**config.mk**
```make
export PLATFORM = sky130hd
export DESIGN_NAME = fp16_to_int
export DESIGN_NICKNAME = d
export VERILOG_FILES = /design/src/rtl/fp16_to_int.sv
export SDC_FILE = /design/constraint.sdc
export NUM_CORES = 1
export LEC_CHECK = 0
export ABC_AREA = 1
export CAP_MARGIN = 25
export CORE_MARGIN = 1
export CORE_UTILIZATION = 25
export CTS_BUF_LIST = sky130_fd_sc_hd__clkbuf_8
export CTS_CLUSTER_SIZE = 10
export DETAILED_ROUTE_END_ITERATION = 16
export HOLD_SLACK_MARGIN = 0.06
export SLEW_MARGIN = 40
export SYNTH_ARGS = -nofsm -noshare
export SYNTH_HDL_FRONTEND = slang
export SYNTH_SLANG_ARGS = --single-unit
```
**constraint.sdc**
```tcl
create_clock -name clock -period 1.3 [get_ports clock]
set_clock_uncertainty 0.05 [all_clocks]
set_input_delay 0.195 -clock clock [delete_from_list [all_inputs] [get_ports clock]]
set_output_delay 0.195 -clock clock [all_outputs]
set_load 0.01 [all_outputs]
```
**src/rtl/fp16_to_int.sv**
```systemverilog
`default_nettype none
// ============================================================================
//  Module      : fp16_to_int
//  Description : Multi-cycle converter from a 16-bit float (sign, 8-bit
//                exponent with bias 127, 7-bit fraction with hidden 1) to a
//                saturating two's-complement integer, truncating toward zero.
//                The mantissa is aligned one bit per cycle. Results are held
//                until the consumer accepts them.
//  Ports       : clock     - single clock, rising edge
//                reset     - synchronous, active-high
//                in_data   - float operand (sign N-1, exp [14:7], frac [6:0])
//                in_valid  - operand valid
//                in_ready  - block idle and able to accept an operand
//                out_data  - signed integer result
//                out_valid - out_data / overflow / inexact valid
//                out_ready - consumer accepts the result
//                overflow  - result was saturated
//                inexact   - nonzero fraction bits were discarded
//  Revision    : 1.0 - initial release
// ============================================================================
module fp16_to_int #(
    parameter int N     = 16,
    parameter int OUT_W = 16
) (
    input  logic             clock,
    input  logic             reset,
    input  logic [N-1:0]     in_data,
    input  logic             in_valid,
    output logic             in_ready,
    output logic [OUT_W-1:0] out_data,
    output logic             out_valid,
    input  logic             out_ready,
    output logic             overflow,
    output logic             inexact
);

    localparam logic [1:0] c_idle  = 2'd0;
    localparam logic [1:0] c_align = 2'd1;
    localparam logic [1:0] c_done  = 2'd2;

    localparam logic [7:0] c_bias    = 8'd127;
    // Exponent at which {1,frac} is already an integer (e == 7).
    localparam logic [7:0] c_exp_int = 8'd134;
    // First exponent that no longer fits a signed OUT_W result (e == OUT_W-1).
    localparam logic [7:0] c_sat_exp = 8'(127 + OUT_W - 1);

    localparam logic [OUT_W-1:0] c_max = {1'b0, {(OUT_W-1){1'b1}}};
    localparam logic [OUT_W-1:0] c_min = {1'b1, {(OUT_W-1){1'b0}}};

    logic [1:0]       r_state;
    logic [1:0]       w_next;

    logic             r_sign;
    logic [OUT_W-1:0] r_mag;
    logic [7:0]       r_cnt;
    logic             r_left;
    logic             r_sticky;
    logic             r_force;
    logic [OUT_W-1:0] r_force_data;
    logic             r_force_ovf;
    logic             r_force_inx;
    logic [OUT_W-1:0] r_out_data;
    logic             r_overflow;
    logic             r_inexact;

    logic             w_sign;
    logic [7:0]       w_exp;
    logic [6:0]       w_frac;
    logic [OUT_W-1:0] w_mag_init;
    logic [7:0]       w_cnt;
    logic             w_left;
    logic             w_force;
    logic [OUT_W-1:0] w_force_data;
    logic             w_force_ovf;
    logic             w_force_inx;
    logic             w_accept;

    assign w_sign     = in_data[N-1];
    assign w_exp      = in_data[14:7];
    assign w_frac     = in_data[6:0];
    assign w_mag_init = {{(OUT_W-8){1'b0}}, 1'b1, w_frac};
    assign w_accept   = (r_state == c_idle) && in_valid;

    // Operand classification: special encodings bypass alignment (cnt = 0)
    // and carry a forced result; ordinary operands get a shift count and
    // direction relative to the integer-aligned exponent.
    always_comb begin
        w_cnt        = 8'd0;
        w_left       = 1'b0;
        w_force      = 1'b0;
        w_force_data = '0;
        w_force_ovf  = 1'b0;
        w_force_inx  = 1'b0;
        if (w_exp == 8'd0) begin
            w_force     = 1'b1;
            w_force_inx = (w_frac != 7'd0);
        end else if (w_exp == 8'd255) begin
            w_force      = 1'b1;
            w_force_data = w_sign ? c_min : c_max;
            w_force_ovf  = 1'b1;
        end else if (w_exp < c_bias) begin
            // |value| in (0,1): truncates to zero, always inexact
            w_force     = 1'b1;
            w_force_inx = 1'b1;
        end else if (w_exp >= c_sat_exp) begin
            w_force      = 1'b1;
            w_force_data = w_sign ? c_min : c_max;
            // Exactly the most negative integer is representable.
            w_force_ovf  = !(w_sign && (w_exp == c_sat_exp) && (w_frac == 7'd0));
        end else if (w_exp < c_exp_int) begin
            w_cnt = c_exp_int - w_exp;
        end else begin
            w_left = 1'b1;
            w_cnt  = w_exp - c_exp_int;
        end
    end

    // State register
    always_ff @(posedge clock) begin
        if (reset) begin
            r_state <= c_idle;
        end else begin
            r_state <= w_next;
        end
    end

    // Next-state logic
    always_comb begin
        w_next = r_state;
        case (r_state)
            c_idle:  if (in_valid)       w_next = c_align;
            c_align: if (r_cnt == 8'd0)  w_next = c_done;
            c_done:  if (out_ready)      w_next = c_idle;
            default:                     w_next = c_idle;
        endcase
    end

    // Output logic
    always_comb begin
        in_ready  = (r_state == c_idle);
        out_valid = (r_state == c_done);
    end

    // Datapath
    always_ff @(posedge clock) begin
        if (reset) begin
            r_sign       <= 1'b0;
            r_mag        <= '0;
            r_cnt        <= 8'd0;
            r_left       <= 1'b0;
            r_sticky     <= 1'b0;
            r_force      <= 1'b0;
            r_force_data <= '0;
            r_force_ovf  <= 1'b0;
            r_force_inx  <= 1'b0;
            r_out_data   <= '0;
            r_overflow   <= 1'b0;
            r_inexact    <= 1'b0;
        end else if (w_accept) begin
            r_sign       <= w_sign;
            r_mag        <= w_mag_init;
            r_cnt        <= w_cnt;
            r_left       <= w_left;
            r_sticky     <= 1'b0;
            r_force      <= w_force;
            r_force_data <= w_force_data;
            r_force_ovf  <= w_force_ovf;
            r_force_inx  <= w_force_inx;
        end else if (r_state == c_align) begin
            if (r_cnt != 8'd0) begin
                if (r_left) begin
                    r_mag <= r_mag << 1;
                end else begin
                    r_mag    <= r_mag >> 1;
                    r_sticky <= r_sticky | r_mag[0];
                end
                r_cnt <= r_cnt - 8'd1;
            end else if (r_force) begin
                r_out_data <= r_force_data;
                r_overflow <= r_force_ovf;
                r_inexact  <= r_force_inx;
            end else begin
                // Negate the already-truncated magnitude: rounds toward zero.
                r_out_data <= r_sign ? -r_mag : r_mag;
                r_overflow <= 1'b0;
                r_inexact  <= r_sticky;
            end
        end
    end

    assign out_data = r_out_data;
    assign overflow = r_overflow;
    assign inexact  = r_inexact;

endmodule
`default_nettype wire

```
==> flow_summary.ini <==
[outcome]
status = finished with violations
violations = negative setup slack

[placed_design]
placed_area_sq_um = 4500
port_buffers = 39
place_ws_ns = -0.563
gp_congestion = 0.869
post-dp-hpwl_mm = 7.74

[finish]
antenna_cells = 0
multi_input_area_sq_um = 2140
mostFrequentLayoutCells = 114 x nand2_1, 94 x buf_4, 52 x nand3_1, 46 x dfxtp_1, 42 x inv_1
nFillCells = 1270
area_growth_pct = 59.8
stdcell_area_sq_um = 5070
layout.area.seq_sq_um = 1050
drive_gt1_frac = 0.343
nets = 665
final_common_cell = nand2_1

[synth]
synth.distinct_cells = 35
synth_area_sq_um = 3170
synth_fp_nets = 522
syn_avg_cell_area_sq_um = 6.43
synth_cells = 494
ys_warn_count = 0
ys_seq_area_frac = 0.328
ys_ff_latch = 52

[clock_tree]
clk_latency_ns = 0.32
clk_pin_slew_ns = 0.09
holdBufCountCts = 0
cts_max_path_buffers = 2
tritoncts = yes
cts-root-buf = clkbuf_8
htreeDepth = 2
clock-sinks = 52
numCtsBuffers = 5

[setup_path]
timing.rr.end = r_cnt[1]
reg2reg_from = r_cnt[0]
ff2ff_setup_slack_ns = -0.22
critPathCaptureType = flip-flop
path_max_fanout = 6
worstSetupEndpoint = r_cnt[1]
worstPathRequired_ns = 1.45
reg2reg_depth = 10
worstPathArrival_ns = 1.67
startpoint = r_cnt[0]
start_kind = flip-flop
criticalPathCategory = reg2reg

[grt]
grt_pass1_wl_mm = 16.9
top_usage_layer = met2
grt_start_max_net_pins = 31
gr-usage-met1 = 0.186
overflow = 0
antenna_found_initial = 0
globalRouteMet3Util = 0.0233
grt.total_usage = 0.162
grt_pass1_vias = 3704
met2_usage = 0.310

[run]
max_cap_viol_count = 0

[detailed_routing]
routedWlPerCell_um = 12.6
viasPerCell = 4.59
drtIter0Drc = 142
postRouteAntennaNets = 0
wl_mm = 10.2
first_pass_iters = 4
vias = 3699
drc_errors = 0

[pwr]
internal_power_mw = 3.59
combPwrFrac = 0.498
max-vdd-ir-drop_mv = 0.562
totalPowerFinal_mw = 5.92
swShare = 0.395
p_seq_frac = 0.338
switching_power_mw = 2.34
leakage_nw = 2.32
clkPwrFrac = 0.163
powerDensity_nw_per_um2 = 1170

[floorplan]
pin_count = 40
core_area_sq_um = 12200
dieWidth_um = 115
rows = 40
die_h_um = 115
die_area_sq_um = 13200
start_util = 0.260

[timing]
maxClockFrequency_mhz = 659
period_share = 1.17
timing.setup.tns_ns = -8.17
slew_headroom = 0.804
worst_pin_slew_ns = 0.294
setup_viol = 47
rsz0062_at_grt = yes
fin_crit_ns = 1.52
finalMaxSlewViolations = 0
timing.final.ws_setup_ns = -0.217
whs_ns = 0.222
finalHoldViolCount = 0

[min_path]
hp-class = in2reg
[state kept, by name, indices dropped and copies added (netlist names)]
signal,cells
r_force,1
out_data,16
r_cnt,8
r_left,1
r_sticky,1
r_force_data,2
r_state,2
overflow,1
r_mag,16
r_sign,1
inexact,1
r_force_ovf,1
r_force_inx,1
[power groups by stage]
| stage | Combinational [mW] | Sequential [mW] | Clock (mW) |
|---|---|---|---|
| global placement | 2.46 | 2.01 | 0 |
| floorplan | 1.34 | 2.03 | 0 |
| finish | 2.95 | 2.00 | 0.968 |
| CTS | 2.74 | 1.99 | 0.996 |
| detailed placement | 2.49 | 2.02 | 0 |
| global route | 3.27 | 2.03 | 1.08 |
[critical path: stages (launching register included)]
cell and delay (ns):
dfxtp_2 0.33, inv_2 0.07, ha_4 0.14, inv_4 0.04, nor3_4 0.18, nand2_2 0.09, nand2_4 0.12, nand2_8 0.08
buf_6 0.14, o21ai_2 0.11, a21oi_1 0.06
[how the worst min path moves through the flow]
stage	from	slack (ns)	end	depth (start not counted)
after floorplan	reset	0.22	r_force	1
after global routing	in_data[7]	0.22	r_cnt[0]	4
final	in_data[7]	0.22	r_cnt[0]	4
after detailed placement	r_force_ovf	0.41	r_force_ovf	2
after global placement	r_force_ovf	0.39	r_force_ovf	2
after CTS	in_data[7]	0.37	r_cnt[0]	4
[layout make-up]
class / instances / area share
multi-input cells: 366 / 0.421
clock buffers: 5 / 0.0136
clock inverters: 3 / 0.00444
repair buffers: 152 / 0.258
well taps: 168 / 0.0414
flip-flops and latches: 52 / 0.208
inverters: 58 / 0.0503
repair inverters: 2 / 0.00345
[layer usage]
layer  vias up  share of wire
li1       1923              -
met1      1705           0.44
met2        53           0.52
met3        18          0.027
met4         0          0.017
met5         -              0
[cells by family (layout without fill, tap and decap cells)]
kind of cell | after synthesis | in the layout | synth area share
flip-flops | 52 | 52 | 0.328
AO/OA/AOI/OAI | 115 | 115 | 0.203
XOR/XNOR | 4 | 4 | 0.0110
buffers and inverters | 77 | 220 | 0.0970
adder cells (fa/ha/maj) | 8 | 8 | 0.0315
AND/OR/NAND/NOR | 238 | 239 | 0.330
[through the flow]
step,std cells,util
floorplan,494,-
global placement,782,0.369
detailed placement,782,0.369
CTS,804,0.398
global route,806,0.415
finish,806,0.415
[synthesized netlist by cell type]
cell	n	area (sq um)
a211oi_1	1	7.51
buf_1	1	3.75
nor2_2	3	18.8
or2_2	1	6.26
nor3_2	1	10.0
buf_2	5	25.0
nand2_1	121	454
clkbuf_2	1	5.00
nand3_2	1	10.0
clkbuf_1	9	33.8
nand4_1	2	12.5
o211ai_1	2	15.0
a21o_1	1	7.51
dfxtp_1	52	1040
nor2_8	1	20.0
ha_1	8	100
nor2_4	1	11.3
o21a_1	1	7.51
inv_2	6	22.5
buf_4	3	22.5
nand2_2	5	31.3
o21bai_1	6	45.0
a31oi_1	16	100
o21ai_0	52	260
nand2_4	2	22.5
inv_1	52	195
a21oi_2	1	8.76
nor2_1	40	150
xor2_1	4	35.0
nor3_1	5	25.0
a21oi_1	31	155
o21ai_2	1	8.76
a211oi_2	1	12.5
nand3_1	55	275
o31ai_1	2	15.0
[what timing repair did]
item | CTS | global route
setup endpoints to repair | 72 | 53
setup buffers | 12 | 5
pin swaps | 10 | 27
gates resized for setup | 81 | 84
gates cloned | 3 | 2
Power figures use the tool's default switching activity.
